--- config.mk ---
export PLATFORM = sky130hd
export DESIGN_NAME = fetch_queue_flat
export DESIGN_NICKNAME = d
export VERILOG_FILES = /design/src/rtl/fetch_queue_if.sv /design/src/rtl/fetch_queue.sv /design/src/flat_wrapper.sv
export SDC_FILE = /design/constraint.sdc
export NUM_CORES = 1
export LEC_CHECK = 0
export ABC_AREA = 0
export CAP_MARGIN = 0
export CORE_MARGIN = 2
export CORE_UTILIZATION = 54
export DETAILED_ROUTE_END_ITERATION = 10
export GPL_ROUTABILITY_DRIVEN = 0
export HOLD_SLACK_MARGIN = 0.02
export PLACE_DENSITY = 0.79
export SYNTH_ARGS = -nofsm -noshare
export SYNTH_HDL_FRONTEND = slang
export SYNTH_SLANG_ARGS = --single-unit
--- constraint.sdc ---
create_clock -name clk -period 6.2 [get_ports clk]
set_input_delay 1.86 -clock clk [delete_from_list [all_inputs] [get_ports clk]]
set_output_delay 1.86 -clock clk [all_outputs]
set_load 0.005 [all_outputs]
--- src/rtl/fetch_queue_if.sv ---
// Fetch bundle channel between the IFU output flops, the fetch queue and decode.
// The slave modport is the queue's view; the master modport is the IFU/decode side.
interface fetch_queue_if #(
    parameter int FETCH_WIDTH     = 2,
    parameter int INST_ADDR_WIDTH = 32,
    parameter int DEPTH           = 4,
    parameter int CNT_W           = $clog2(DEPTH + 1)
);
    logic                             in_valid;
    logic [FETCH_WIDTH-1:0][31:0]     in_inst;
    logic [INST_ADDR_WIDTH-1:0]       in_pc;
    logic [INST_ADDR_WIDTH-1:0]       in_pc_plus_4;
    logic                             flush;
    logic                             stall;
    logic                             out_valid;
    logic                             out_ready;
    logic [FETCH_WIDTH-1:0][31:0]     out_inst;
    logic [INST_ADDR_WIDTH-1:0]       out_pc;
    logic [INST_ADDR_WIDTH-1:0]       out_pc_plus_4;
    logic [CNT_W-1:0]                 occupancy;

    modport slave (
        input  in_valid,
        input  in_inst,
        input  in_pc,
        input  in_pc_plus_4,
        input  flush,
        input  out_ready,
        output stall,
        output out_valid,
        output out_inst,
        output out_pc,
        output out_pc_plus_4,
        output occupancy
    );

    modport master (
        output in_valid,
        output in_inst,
        output in_pc,
        output in_pc_plus_4,
        output flush,
        output out_ready,
        input  stall,
        input  out_valid,
        input  out_inst,
        input  out_pc,
        input  out_pc_plus_4,
        input  occupancy
    );
endinterface

--- src/rtl/fetch_queue.sv ---
// Fetch bundle queue between the IFU output flops and decode.
// Back-pressures the IFU with a registered stall and discards wrong-path bundles on redirect.
module fetch_queue #(
    parameter int FETCH_WIDTH     = 2,
    parameter int INST_ADDR_WIDTH = 32,
    parameter int DEPTH           = 4,
    parameter int CNT_W           = $clog2(DEPTH + 1)
) (
    input logic          clk,
    input logic          reset,
    fetch_queue_if.slave bus
);
    localparam int PTR_W = $clog2(DEPTH);

    typedef struct packed {
        logic [FETCH_WIDTH-1:0][31:0]  inst;
        logic [INST_ADDR_WIDTH-1:0]    pc;
        logic [INST_ADDR_WIDTH-1:0]    pc_plus_4;
    } entry_t;

    entry_t           mem [DEPTH];
    entry_t           rd_entry;
    logic [PTR_W-1:0] wr_ptr;
    logic [PTR_W-1:0] rd_ptr;
    logic [CNT_W-1:0] count;
    logic             drop_next;
    logic             full;
    logic             not_empty;
    logic             enq;
    logic             deq;

    // stall depends only on count so the IFU never sees a path from decode or redirect
    always_comb begin
        full      = (count == CNT_W'(DEPTH));
        not_empty = (count != '0);
        enq       = bus.in_valid && !full && !bus.flush && !drop_next;
        deq       = not_empty && bus.out_ready && !bus.flush;
    end

    always_ff @(posedge clk or posedge reset) begin
        if (reset) begin
            wr_ptr    <= '0;
            rd_ptr    <= '0;
            count     <= '0;
            drop_next <= 1'b0;
        end else if (bus.flush) begin
            wr_ptr    <= '0;
            rd_ptr    <= '0;
            count     <= '0;
            drop_next <= 1'b1;
        end else begin
            drop_next <= 1'b0;
            if (enq) begin
                wr_ptr <= wr_ptr + PTR_W'(1);
            end
            if (deq) begin
                rd_ptr <= rd_ptr + PTR_W'(1);
            end
            case ({enq, deq})
                2'b10:   count <= count + CNT_W'(1);
                2'b01:   count <= count - CNT_W'(1);
                default: count <= count;
            endcase
        end
    end

    // storage needs no reset: nothing is visible until count marks it valid
    always_ff @(posedge clk) begin
        if (enq) begin
            mem[wr_ptr] <= '{inst:      bus.in_inst,
                             pc:        bus.in_pc,
                             pc_plus_4: bus.in_pc_plus_4};
        end
    end

    always_comb begin
        rd_entry          = mem[rd_ptr];
        bus.stall         = full;
        bus.out_valid     = not_empty;
        bus.occupancy     = count;
        bus.out_inst      = '0;
        bus.out_pc        = '0;
        bus.out_pc_plus_4 = '0;
        if (not_empty) begin
            bus.out_inst      = rd_entry.inst;
            bus.out_pc        = rd_entry.pc;
            bus.out_pc_plus_4 = rd_entry.pc_plus_4;
        end
    end
endmodule
--- src/flat_wrapper.sv ---
// flat-port wrapper written by rule: the top's interface ports become plain ports
module fetch_queue_flat 
#(
    parameter int FETCH_WIDTH     = 2,
    parameter int INST_ADDR_WIDTH = 32,
    parameter int DEPTH           = 4,
    parameter int CNT_W           = $clog2(DEPTH + 1)
)
  (clk, reset, bus_in_valid, bus_in_inst, bus_in_pc, bus_in_pc_plus_4, bus_flush, bus_out_ready, bus_stall, bus_out_valid, bus_out_inst, bus_out_pc, bus_out_pc_plus_4, bus_occupancy);
  fetch_queue_if #(.FETCH_WIDTH(FETCH_WIDTH), .INST_ADDR_WIDTH(INST_ADDR_WIDTH), .DEPTH(DEPTH), .CNT_W(CNT_W)) bus_i ();
  input logic clk;
  input logic reset;
  input wire logic [$bits(bus_i.in_valid)-1:0] bus_in_valid;
  input wire logic [$bits(bus_i.in_inst)-1:0] bus_in_inst;
  input wire logic [$bits(bus_i.in_pc)-1:0] bus_in_pc;
  input wire logic [$bits(bus_i.in_pc_plus_4)-1:0] bus_in_pc_plus_4;
  input wire logic [$bits(bus_i.flush)-1:0] bus_flush;
  input wire logic [$bits(bus_i.out_ready)-1:0] bus_out_ready;
  output wire logic [$bits(bus_i.stall)-1:0] bus_stall;
  output wire logic [$bits(bus_i.out_valid)-1:0] bus_out_valid;
  output wire logic [$bits(bus_i.out_inst)-1:0] bus_out_inst;
  output wire logic [$bits(bus_i.out_pc)-1:0] bus_out_pc;
  output wire logic [$bits(bus_i.out_pc_plus_4)-1:0] bus_out_pc_plus_4;
  output wire logic [$bits(bus_i.occupancy)-1:0] bus_occupancy;
  assign bus_i.in_valid = bus_in_valid;
  assign bus_i.in_inst = bus_in_inst;
  assign bus_i.in_pc = bus_in_pc;
  assign bus_i.in_pc_plus_4 = bus_in_pc_plus_4;
  assign bus_i.flush = bus_flush;
  assign bus_i.out_ready = bus_out_ready;
  assign bus_stall = bus_i.stall;
  assign bus_out_valid = bus_i.out_valid;
  assign bus_out_inst = bus_i.out_inst;
  assign bus_out_pc = bus_i.out_pc;
  assign bus_out_pc_plus_4 = bus_i.out_pc_plus_4;
  assign bus_occupancy = bus_i.occupancy;
  fetch_queue #(.FETCH_WIDTH(FETCH_WIDTH), .INST_ADDR_WIDTH(INST_ADDR_WIDTH), .DEPTH(DEPTH), .CNT_W(CNT_W)) u_core (.clk(clk), .reset(reset), .bus(bus_i));
endmodule
# Word-level counts from Yosys, hierarchy flattened

Memory sizes are Yosys's and may differ from the RTL's.
Cells that the tools add are included.

Input bits: 133
Word-level logic and storage cells: 36
Memory bits (writable): 512
Register bits: 8
Memories: 1
Output and inout bits: 133

Memories:

| name       | depth | bits a word | rd ports | clocked after memory_dff | write ports | RTL line          | text |
|---|---|---|---|---|---|---|---|
| u_core.mem | 4     | 128         | 1        | 0                        | 1           | fetch_queue.sv:21 | `entry_t mem [DEPTH];` |

Add/sub/neg operators: 4
Eq/ne operators: 3
Mux-type cells: 12
Reductions and logical operators: 12

Operator list:

| operator                                                            | number |
|---|---|
| 32-bit two-way mux                                                  | 2 |
| 64-bit two-way mux                                                  | 1 |
| 2-bit two-way mux                                                   | 4 |
| 3-bit one-hot mux with 2 select lines                               | 1 |
| 3-bit nonzero test                                                  | 2 |
| 1-bit logical AND                                                   | 5 |
| 2-bit by 1-bit adder with 2-bit output (second input constant)      | 2 |
| 2-bit nonzero test                                                  | 2 |
| 3-bit by 1-bit adder with 3-bit output (second input constant)      | 1 |
| 3-bit == test (second input constant)                               | 1 |
| 1-bit logical NOT                                                   | 3 |
| 1-bit two-way mux                                                   | 3 |
| 3-bit two-way mux                                                   | 1 |
| 3-bit by 1-bit subtractor with 3-bit output (second input constant) | 1 |
| 2-bit by 1-bit == test with 1-bit output (second input constant)    | 1 |
| 2-bit == test (second input constant)                               | 1 |

# Longest topological paths before layout

Gate-level depths: netlist of the first run.

Depth after elaboration: 8
Mapped depth: 9
Depth with buffers taken out: 8

# Worst setup path after synthesis of the first run

No wires, ideal clock.

Path kind: input port to flip-flop
Start: input port bus_flush
End: memory u_core.mem[1][0] in the netlist's numbering, enable pin
Arrival: 5345 ps
Stages: 3
Library setup time: 502 ps
Path buffers: 1
Path slack: 353 ps
Data required time: 5698 ps
Cells stage by stage: nor4b_4 > buf_4 > and2_1

Word-level cells in the longest chain between the ends: 5

RTL lines:

| element                                 | RTL line           | text |
|---|---|---|
| start: declaration                      | flat_wrapper.sv:17 | `input wire logic [$bits(bus_i.flush)-1:0] bus_flush;` |
| 1-bit logical NOT                       | fetch_queue.sv:36  | `enq = bus.in_valid && !full && !bus.flush && !drop_next;` |
| 1-bit logical AND (2 in series)         | fetch_queue.sv:36  |  |
| 1-bit two-way mux                       | fetch_queue.sv:69  | `if (enq) begin` |
| 1-bit two-way mux (implied by the code) | fetch_queue.sv:70  | `mem[wr_ptr] <= '{inst: bus.in_inst,` |
| end: declaration                        | fetch_queue.sv:21  |  |

No other way between the ends.

# Final worst setup path of the first run

Start: register u_core.rd_ptr[0]
End: output port bus_out_inst[3]

Word-level cells in the longest chain between the ends: 2

RTL lines:

| element                  | RTL line           | text |
|---|---|---|
| start: declaration       | fetch_queue.sv:24  | `logic [PTR_W-1:0] rd_ptr;` |
| start signal: assignment | fetch_queue.sv:57  | `rd_ptr <= rd_ptr + PTR_W'(1);` |
| memory read 4 x 128 bit  | -                  |  |
| 64-bit two-way mux       | fetch_queue.sv:84  | `if (not_empty) begin` |
| end: declaration         | flat_wrapper.sv:21 | `output wire logic [$bits(bus_i.out_inst)-1:0] bus_out_inst;` |

No other way between the ends.

==> metrics.cfg, run 1 <==
[clock_tree]
clkTransAtPathRegs_ps=60
cts-root-buf=clkbuf_16
cts_buffer_depth=3
hold_buffers=0
cts_tree=done
htreeDepth=2
cts_resized=0
clock_latency_ps=550
numCtsBuffers=51
post_cts_buffers=0
cts_sinks=520

[global_routing]
grt_pass1_vias=9525
antenna_found_initial=5
overflow=0
grt_first_pass_wirelength_mm=57.5
grt_max_degree=129
groute.usage.overall=0.202

[hold_path]
hold_depth=1
hold_start=u_core.wr_ptr[0]$_DFFE_PP0P_
hold_class=register to register

[cells_and_area]
instances_no_fill=1657
areaGrowthSynthToFinish_pct=23.8
post-route-util=0.676
stdcell_area_sq_mm=0.0246
nNetsFinal=1287
n_fill_cell=2339
drive_gt1_frac=0.190

[critical_path]
crit_arrival_ps=3260
path_class=register to output pin
worstSetupStartpoint=u_core.rd_ptr[0]$_DFFE_PP0P_
r2r-start=u_core.bus.occupancy[0]$_DFFE_PP0P_
critPathLaunchType=register
critPathMaxFanout=37
crit_path_end_kind=output pin
slowest_delay_ps=930
path_depth=4
critPathBufInv=2
cp.required_ps=4340
cpLargestDelayFamily=buffers and inverters
crit_chain=buf_4 -> mux4_2 -> and2_1 -> clkdlybuf4s50_1
worst_r2r_path_depth=8
slowest_stage=dfrtp_4

[route]
first_iter_violations=661
drtAntennaViolNets=0
via_per_inst=5.68
wl_mm=38.7
vias=9405
drc=0
wl_per_cell_um=23.4
drt-pass1-iter-count=5

[status]
outcome=finished clean

[pwr]
vdd_drop_max_mv=0.338
power_density_mw_per_mm2=387
leakage_nw=7.74

[sta]
worst_pin_slew_ps=978
finalHoldWorstSlack_ps=607
slew_viol_final=0
hold_viol_final=0
finalCriticalPeriod_ps=5120
clock.fmax_mhz=195
fin_skew_ps=17.9
setup_viol=0
slew_headroom=0.348
tns_ps=0
period_share=0.825
rsz0062_at_grt=false

[synthesis]
synth_area_leaders=edfxtp_1, mux4_2, and2_1, dfrtp_1, buf_6
syn-num-nets=1000
synth.top_cell.area_share=0.773
async_flop_share=0.0154
avgSynthCellArea_sq_um=23.1
ys.flop_type=edfxtp_1
synth_edf_count=512
ys_seq_area_frac=0.783
synth-seq-cells=520
synth_cells=862
yosys_warnings=0
synth_area_sq_mm=0.0199
yosysUniqueCellTypes=30
synth_top_area_cell=edfxtp_1

[floorplanning]
die_w_um=196
floorplan.initialDensity=0.546
chipHeight_um=196
die_area_sq_mm=0.0384
core-area_sq_mm=0.0364
rows=70
io_pins=266

[place]
dpl_cell_area_sq_mm=0.0231
dp.cells=1564
port_buffers=265
hpwl_mm=23.2

[run]
maxCapViolCount=0

## final cells by class
| type | instances | area, sq um | area share |
|---|---|---|---|
| inverters | 3 | 11.3 | 0.000457 |
| multi-input cells | 293 | 4040 | 0.164 |
| repair buffers | 280 | 2850 | 0.116 |
| well taps | 468 | 586 | 0.0238 |
| clock buffers | 64 | 1370 | 0.0555 |
| clock inverters | 26 | 179 | 0.00727 |
| flip-flops and latches | 520 | 15600 | 0.633 |
| diodes | 3 | 7.51 | 0.000305 |
## cells in the final DEF, fill, tap and decap left out, types with 3 or more instances in the layout
| master | count |
|---|---|
| clkinv_1 | 10 |
| mux4_2 | 128 |
| edfxtp_1 | 512 |
| buf_4 | 8 |
| and2_1 | 128 |
| inv_1 | 3 |
| dfrtp_1 | 6 |
| ha_1 | 4 |
| nor2_1 | 6 |
| clkinvlp_4 | 3 |
| and2_4 | 4 |
| clkdlybuf4s50_1 | 265 |
| clkbuf_16 | 53 |
| clkinv_2 | 10 |
| buf_12 | 7 |
| diode_2 | 3 |
| clkbuf_1 | 11 |
## final timing paths
check	to	slack [ps]
worst max-delay path	bus_out_inst[3]	1080
worst min-delay path	u_core.wr_ptr[0]$_DFFE_PP0P_	610
worst max register to register	u_core.bus.occupancy[2]$_DFFE_PP0P_	3300
worst min register to register	u_core.wr_ptr[0]$_DFFE_PP0P_	610
max in group asynchronous	u_core.rd_ptr[0]$_DFFE_PP0P_	4310
min in group asynchronous	u_core.rd_ptr[1]$_DFFE_PP0P_	1620
## routing by layer
metal | routed length [um] | up-vias | global-route usage
met5 | 27 | - | 0
met4 | 846 | 4 | 0.0592
met3 | 3180 | 59 | 0.0476
met2 | 18800 | 397 | 0.319
met1 | 15800 | 4849 | 0.285
li1 | - | 4096 | -
## sequential cells by signal, indices dropped and copies added, names as in the netlist
signal,count
u_core.drop_next,1
u_core.bus.occupancy,3
u_core.rd_ptr,2
u_core.wr_ptr,2
u_core.mem,512
## synthesized netlist by cell type, drive strengths merged, types with 2 or more instances
| library cell | number |
|---|---|
| buf | 29 |
| nor2 | 6 |
| clkbuf | 17 |
| nor2b | 2 |
| edfxtp | 512 |
| inv | 3 |
| mux4 | 128 |
| nand2b | 2 |
| mux2 | 3 |
| dfrtp | 8 |
| and2 | 132 |
| ha | 4 |
| xor2 | 3 |
| nand2 | 2 |
## power breakdown
group / total (mW) / leakage (nW) / switching (mW) / internal [mW]
Clock: 2.85 / 0.754 / 1.21 / 1.64
Combinational: 2.61 / 2.26 / 1.05 / 1.56
Sequential: 4.07 / 4.73 / 0.102 / 3.97
Total: 9.53 / 7.74 / 2.36 / 7.17
## kinds of logic (layout without fill, tap and decap cells)
family	after synthesis	after routing	synth area share
other	0	3	0
muxes	132	132	0.147
DFF	520	520	0.783
buffers and inverters	49	373	0.0150
adders and majority gates	5	5	0.00352
AOI/OAI and AO/OA	2	2	0.00113
and+or+nand+nor	151	151	0.0487
xor gates and xnor gates	3	3	0.00170
## per-stage QoR
step	setup WS [ps]	power (mW)
floorplan	353	5.43
global placement	1390	6.76
detailed placement	1320	6.79
CTS	992	9.64
global route	861	9.93
finish	1080	9.53
No activity file was read; power rests on OpenSTA's default activity.
==> inputs of run 2 (changes only) <==
clock period = 4.83 ns   (was 6.2 ns; I/O delays follow)
==> run 2 against run 1 <==
  * Via count increased by 0.57%
  * Flip-flop and latch count unchanged
  * Die area unchanged
  * Largest cell class unchanged
  * Largest power group unchanged
  * Critical path depth unchanged
  * Critical endpoint is now bus_out_pc[23]
==> metrics.cfg, run 2 (synthesized netlist as in run 1, its figures left out) <==
[sta]
fin_skew_ps=15.7  ; was 17.9 ps
hold_viol_final=0  ; unchanged
clock.fmax_mhz=229
slew_viol_final=0  ; unchanged
finalHoldWorstSlack_ps=619  ; was 607 ps
slew_headroom=0.512  ; was 0.348
finalCriticalPeriod_ps=4370
setup_viol=0  ; unchanged
worst_pin_slew_ps=732  ; was 978 ps
period_share=0.905
tns_ps=0  ; unchanged
rsz0062_at_grt=false  ; unchanged

[cells_and_area]
instances_no_fill=1678  ; was 1657
areaGrowthSynthToFinish_pct=25.7  ; was 23.8%
top_register=u_core.mem  ; unchanged
drive_gt1_frac=0.204  ; was 0.190
mostFrequentLayoutCells=edfxtp_1, clkdlybuf4s50_1, mux4_2, and2_1, clkbuf_16  ; unchanged
nNetsFinal=1305  ; was 1287
multi_input_area_sq_mm=0.00404  ; unchanged
seqCellArea_sq_mm=0.0156  ; unchanged
post-route-util=0.686  ; was 0.676
layout_commonest_cell=edfxtp_1  ; unchanged
n_fill_cell=2264  ; was 2339
largest_reg_flops=512  ; unchanged

[clock_tree]
clock_latency_ps=590  ; was 550 ps
hold_buffers=0  ; unchanged
clkTransAtPathRegs_ps=60  ; about the same
cts_buffer_depth=3  ; unchanged
cts-root-buf=clkbuf_16  ; unchanged
htreeDepth=2  ; unchanged
cts_sinks=520  ; unchanged
numCtsBuffers=51  ; unchanged
post_cts_buffers=0  ; unchanged
cts_tree=done  ; unchanged
cts_resized=0  ; unchanged

[floorplanning]
floorplan.initialDensity=0.546  ; unchanged
die_area_sq_mm=0.0384  ; unchanged
die_w_um=196  ; unchanged
io_pins=266  ; unchanged
chipHeight_um=196  ; unchanged
core-area_sq_mm=0.0364  ; unchanged
rows=70  ; unchanged

[critical_path]
crit_arrival_ps=2920  ; was 3260 ps
cp.required_ps=3380  ; was 4340 ps
path_class=register to output pin  ; unchanged
crit_path_end_kind=output pin  ; unchanged
critPathLaunchType=register  ; unchanged
critPathMaxFanout=26  ; was 37

[pwr]
leakage_nw=7.92  ; was 7.74 nW
power_density_mw_per_mm2=501  ; was 387 mW/mm^2
p_int_mw=9.43  ; was 7.17 mW
power_switching_mw=3.10  ; was 2.36 mW
pwr-share-comb=0.277  ; was 0.274
vdd_drop_max_mv=0.372  ; was 0.338 mV
swShare=0.248  ; about the same
power.total_mw=12.5  ; was 9.53 mW
pwr-share-seq=0.416  ; was 0.427
p_clk_frac=0.307  ; was 0.299

[status]
outcome=finished clean  ; unchanged

[global_routing]
groute.usage.overall=0.210  ; was 0.202
grt_first_pass_wirelength_mm=60.3  ; was 57.5 mm
grt_pass1_vias=10229  ; was 9525
overflow=0  ; unchanged
antenna_found_initial=2  ; was 5
grt_max_degree=76  ; was 129

[route]
drt-pass1-iter-count=5  ; unchanged
wl_per_cell_um=23.4  ; about the same
via_per_inst=5.64  ; was 5.68
first_iter_violations=623  ; was 661
wl_mm=39.2  ; was 38.7 mm
vias=9459  ; was 9405
drc=0  ; unchanged
drtAntennaViolNets=0  ; unchanged

[place]
port_buffers=265  ; unchanged
dp.cells=1582  ; was 1564
hpwl_mm=23.8  ; was 23.2 mm

[run]
maxCapViolCount=0  ; unchanged

[hold_path]
hold_class=register to register  ; unchanged

[run 2: changes by cell type in the layout (fill, tap and decap cells not counted), sizes merged]
cell      previous run  this run
diode                3         2
clkinvlp             3         1
clkbuf              64        67
bufinv               2         5
buf                 15        33
inv                  3         4
clkinv              21        20
[run 2: cell type report]
cell class / instances / area share
tap: 468 / 0.0234
clock buffer: 67 / 0.0543
sequential: 520 / 0.623
multi-input combinational: 293 / 0.161
clock inverter: 27 / 0.0108
inverter: 3 / 0.000450
timing repair buffer: 298 / 0.126
antenna: 2 / 0.000200
[run 2: power by group through the flow]
stage                     clock [mW]  combinational (mW)  sequential (mW)
after global placement             0                3.47             5.30
after global routing            4.09                3.73             5.23
after detailed placement           0                3.51             5.31
after CTS                       3.92                3.54             5.21
after floorplan                    0                1.74             5.22
final                           3.85                3.47             5.21
[run 2: worst paths after layout]
path                                                     start                                  end  slack [ps]  cells past startpoint
max                               u_core.rd_ptr[0]$_DFFE_PP0P_                       bus_out_pc[23]         460                      4
min                               u_core.wr_ptr[0]$_DFFE_PP0P_         u_core.wr_ptr[0]$_DFFE_PP0P_         620                      1
max reg2reg                u_core.bus.occupancy[0]$_DFFE_PP0P_  u_core.bus.occupancy[2]$_DFFE_PP0P_        1880                      9
min reg2reg                       u_core.wr_ptr[0]$_DFFE_PP0P_         u_core.wr_ptr[0]$_DFFE_PP0P_         620                      1
max in group asynchronous                                reset         u_core.rd_ptr[1]$_DFFE_PP0P_        3450                      2
min in group asynchronous                                reset  u_core.bus.occupancy[0]$_DFFE_PP0P_        1120                      2
[run 2: stage by stage]
stage,cell area (sq um),setup WS (ps)
3_3_place_gp,23400,861
6_report,25000,459
4_1_cts,25000,356
2_1_floorplan,19900,814
5_1_grt,25000,301
3_5_place_dp,23400,830
[run 2: routing by layer]
| metal | routed length (um) | vias up | GRT usage |
|---|---|---|---|
| met5 | 0 | - | 0 |
| met3 | 2860 | 52 | 0.0524 |
| met2 | 20000 | 306 | 0.351 |
| met1 | 15600 | 4966 | 0.275 |
| met4 | 755 | 0 | 0.0676 |
| li1 | - | 4135 | - |
[run 2: worst max-delay path: stages (launching register included)]
cell             delay (ps)
dfrtp_4                 810
buf_12                  310
mux4_2                  540
and2_1                  190
clkdlybuf4s50_1         470
==> RTL edit 1 (config.mk and constraints of run 2) <==
`DEPTH` is set to 4 in 3 places; all go to 8.
--- a/src/rtl/fetch_queue_if.sv
+++ b/src/rtl/fetch_queue_if.sv
@@ -3,7 +3,7 @@
 interface fetch_queue_if #(
     parameter int FETCH_WIDTH     = 2,
     parameter int INST_ADDR_WIDTH = 32,
-    parameter int DEPTH           = 4,
+    parameter int DEPTH           = 8,
     parameter int CNT_W           = $clog2(DEPTH + 1)
 );
     logic                             in_valid;
--- a/src/rtl/fetch_queue.sv
+++ b/src/rtl/fetch_queue.sv
@@ -3,7 +3,7 @@
 module fetch_queue #(
     parameter int FETCH_WIDTH     = 2,
     parameter int INST_ADDR_WIDTH = 32,
-    parameter int DEPTH           = 4,
+    parameter int DEPTH           = 8,
     parameter int CNT_W           = $clog2(DEPTH + 1)
 ) (
     input logic          clk,
--- a/src/flat_wrapper.sv
+++ b/src/flat_wrapper.sv
@@ -3,7 +3,7 @@
 #(
     parameter int FETCH_WIDTH     = 2,
     parameter int INST_ADDR_WIDTH = 32,
-    parameter int DEPTH           = 4,
+    parameter int DEPTH           = 8,
     parameter int CNT_W           = $clog2(DEPTH + 1)
 )
   (clk, reset, bus_in_valid, bus_in_inst, bus_in_pc, bus_in_pc_plus_4, bus_flush, bus_out_ready, bus_stall, bus_out_valid, bus_out_inst, bus_out_pc, bus_out_pc_plus_4, bus_occupancy);
Ports: changed (resized bus_occupancy); port bits go from 266 to 267. No check against the original RTL was run, so the function may have changed too.
==> RTL edit 1 against run 2 <==
  * Worst setup slack worse by 0.24 ns
  * Largest cell class unchanged
  * Power up 79%
  * Count of clock-buffer cells in the layout grew 56
  * Area after synthesis is 98% higher
  * Via count up 93%
  * Wire length up 110%
  * Design area increased by 88%
  * Sequential cell count grew 515
==> RTL edit 1: results (changes against run 2) <==
Placed design
  • DPL Wire Length: 42400 µm (was 23800 µm)
  • DP Worst Slack: 0.778 ns (was 0.830 ns)

Final layout
  • Sequential Area: 0.0310 mm² (was 0.0156 mm²)
  • Nonclk buf count: 306 (was 298)
  • Signal buf overhead: 0.0716 (was 0.126)
  • # diodes: 8 (was 2)
  • Layout cells sized above 1: 0.218 (was 0.204)
  • Number of flip-flops in the largest register: 1024 (was 512)

Setup path
  • Crit path largest cell delay: 0.71 ns (was 0.81 ns)
  • R2R Path Start: u_core.bus.occupancy[1]$_DFFE_PP0P_ (was u_core.bus.occupancy[0]$_DFFE_PP0P_)
  • Worst EP arrival: 3.17 ns (was 2.92 ns)

Clock network
  • CTS Buf Count: 103 (was 51)
  • Clock Latency Late Sink: 0.66 ns (was 0.59 ns)

Synth
  • Synth unique cells: 34 (was 30)
  • Synth Net Count: 1839 (was 1000)
  • FFs w/ async S/R, synth: 0.0106 (was 0.0154)
  • Post-Synth XOR/XNOR Area: 0.00133 (was 0.00170)
  • Adder-cell area share of the yosys netlist: 0.00127 (was 0.00352)
  • EDFF count, synth: 1024 (was 512)
  • Fraction of synthesized area in multiplexers: 0.180 (was 0.147)

Timing
  • Worst-margin pin slew: 0.695 ns (was 0.732 ns)

Pwr
  • Seq. pwr: 10.1 mW (was 5.21 mW)
  • Worst vdd ir: 0.000419 V (was 0.000372 V)
  • Combinational Power: 4.62 mW (was 3.47 mW)
  • Net Sw Power: 5.52 mW (was 3.10 mW)

Routing
  • Iter 0 DRT Violations: 1703 (was 623)
  • Routed Wire Length: 80700 µm (was 39200 µm)

Global route
  • First-pass GRT wire length: 120000 µm (was 60300 µm)
  • Initial antenna violation count: 14 (was 2)
  • Vias in the first global route: 19200 (was 10200)

Run status
  • Status: finished, final reports clean (unchanged)
RTL edit 1: worst max path at each step:
stage                                             from                      endpoint  cells after the start
final                     u_core.rd_ptr[0]$_DFFE_PP0P_          bus_out_pc_plus_4[6]                      5
after global routing      u_core.rd_ptr[0]$_DFFE_PP0P_              bus_out_inst[30]                      5
after CTS                 u_core.rd_ptr[0]$_DFFE_PP0P_              bus_out_inst[44]                      5
after detailed placement  u_core.rd_ptr[0]$_DFFE_PP0P_              bus_out_inst[44]                      5
after global placement                       bus_flush  u_core.mem[0][100]$_DFFE_PP_                      4
after floorplan                           bus_in_valid    u_core.mem[2][0]$_DFFE_PP_                      3
RTL edit 1: metal layers:
| layer | up-vias | global-route usage | wire (µm) |
|---|---|---|---|
| met5 | - | 0 | 99 |
| met4 | 16 | 0.0624 | 1480 |
| met2 | 602 | 0.366 | 41700 |
| met3 | 107 | 0.0492 | 5370 |
| met1 | 9728 | 0.285 | 32000 |
| li1 | 7782 | - | - |
RTL edit 1: repair_timing:
item / in CTS / in global routing
resized for setup: 0 / 1
setup buffers: 0 / 0
setup endpoints to repair: 0 / 1
endpoints found under the hold margin: 0 / 0
RTL edit 1: through the flow:
step           hold WS [ns]  power, mW  utilization  area, µm²  instances
6_report              0.625       22.4        0.647      47000       3075
5_1_grt               0.679       23.3        0.647      47000       3071
4_1_cts               0.623       22.6        0.646      46900       3066
3_5_place_dp          0.614       14.9        0.601      43600       2877
3_3_place_gp          0.599       14.8        0.601      43600       2877
2_1_floorplan         0.572       12.5            -      39400       1702
RTL edit 1: kinds of logic after synthesis:
kind of cell,after synthesis
adder cells (fa/ha/maj),4
XOR/XNOR,6
multiplexers,386
AO/OA/AOI/OAI,14
AND/OR/NAND/NOR,164
flip-flops,1035
buffers and inverters,93
==> RTL edit 2 (flow settings as in run 2) <==
Without the edit above. Reset style: synchronous (`reset`), changed in one clocked block.
--- a/src/rtl/fetch_queue.sv
+++ b/src/rtl/fetch_queue.sv
@@ -37,7 +37,7 @@
         deq       = not_empty && bus.out_ready && !bus.flush;
     end
 
-    always_ff @(posedge clk or posedge reset) begin
+    always_ff @(posedge clk) begin
         if (reset) begin
             wr_ptr    <= '0;
             rd_ptr    <= '0;
Behaviour: differs if reset is asserted again (counterexample within 4 cycles, from zero or initial values and one cycle with reset high); with reset held inactive, the same outputs for 4 cycles.
==> RTL edit 2 against run 2 <==
  * Global-route usage down 0.17 points
  * Wire length up 0.30%
  * Design area down 0.74%
  * Area after synthesis up 0.26%
  * Clock skew up 0.0099 ns
  * Sequential cell count up 2
  * Worst setup slack better by 0.034 ns
Power is not compared: it rests on default switching activity, and its combinational part moved more than twofold at a synthesized area within 25%.
==> RTL edit 2: results (changes against run 2) <==
Placed design
  • DPL Wire Length: 23800 µm (about the same)

Synth
  • Register area share after synthesis: 0.781 (was 0.783)
  • Top cells by area, synth: edfxtp_1 (77%), mux4_2 (14%), and2_1 (4.0%) (was edfxtp_1 (77%), mux4_2 (14%), and2_1 (4.2%))
  • Synth Area in Compound Gates: 0.00245 (was 0.00113)
  • Adder-cell area share of the yosys netlist: 0.00414 (was 0.00352)
  • Post-Synth XOR/XNOR Area: 0.00176 (was 0.00170)
  • Synth cell count leaders: edfxtp_1 (512), and2_1 (128), mux4_2 (128) (was edfxtp_1 (512), and2_1 (132), mux4_2 (128))
  • Post-synthesis cell count: 869 (was 862)

Global route
  • Initial antenna violation count: 7 (was 2)
  • GRT Total Usage: 0.208 (was 0.210)
  • First-pass GRT wire length: 59600 µm (was 60300 µm)
  • Vias in the first global route: 9954 (was 10200)

Run status
  • Status: finished, final reports clean (unchanged)

Routing
  • Routed Wire Length: 39400 µm (was 39200 µm)
  • Vias per cell: 5.68 (was 5.64)

Hold path
  • Hold Crit Depth: 2 (was 1)
  • WHS Endpoint: u_core.wr_ptr[0]$_SDFFE_PP0P_ (was u_core.wr_ptr[0]$_DFFE_PP0P_)

Setup path
  • R2r setup slk: 2.34 ns (was 1.88 ns)
  • Crit path largest cell delay: 0.63 ns (was 0.81 ns)
  • Setup crit end: bus_out_pc_plus_4[21] (was bus_out_pc[23])
  • Crit-path leading delay family: buffers and inverters (was flip-flops)
  • Worst reg2reg path endpoint: u_core.bus.occupancy[2]$_SDFFE_PP0P_ (was u_core.bus.occupancy[2]$_DFFE_PP0P_)

Final layout
  • Layout cells sized above 1: 0.198 (was 0.204)
  • Final #Nets: 1314 (was 1305)

Timing
  • Clock Skew: 0.0256 ns (was 0.0157 ns)
RTL edit 2: cell type report:
class | instances | share of cell area
well taps | 468 | 0.0236
diodes | 4 | 0.000403
inverters | 7 | 0.00106
repair buffers | 297 | 0.125
flip-flops and latches | 522 | 0.628
multi-input cells | 296 | 0.161
clock buffers | 61 | 0.0538
clock inverters | 32 | 0.00751
RTL edit 2: per-layer routing:
metal / routed length (µm) / vias to the layer above / global-route usage
li1: - / 4164 / -
met1: 16000 / 4977 / 0.290
met2: 19300 / 377 / 0.328
met3: 3070 / 66 / 0.0535
met4: 989 / 6 / 0.0690
met5: 41 / - / 0
RTL edit 2: per-stage QoR:
stage	setup WS, ns	utilization	area (µm²)
final	0.494	0.679	24800
after global routing	0.295	0.679	24800
after CTS	0.371	0.679	24800
after detailed placement	0.874	0.637	23300
after global placement	0.945	0.637	23300
after floorplan	0.908	-	20000
RTL edit 2: tightest hold or removal path, cell delays in order (launching register included):
cell     delay (ns)
dfxtp_1        0.34
o21ai_0        0.08
a21oi_1        0.06
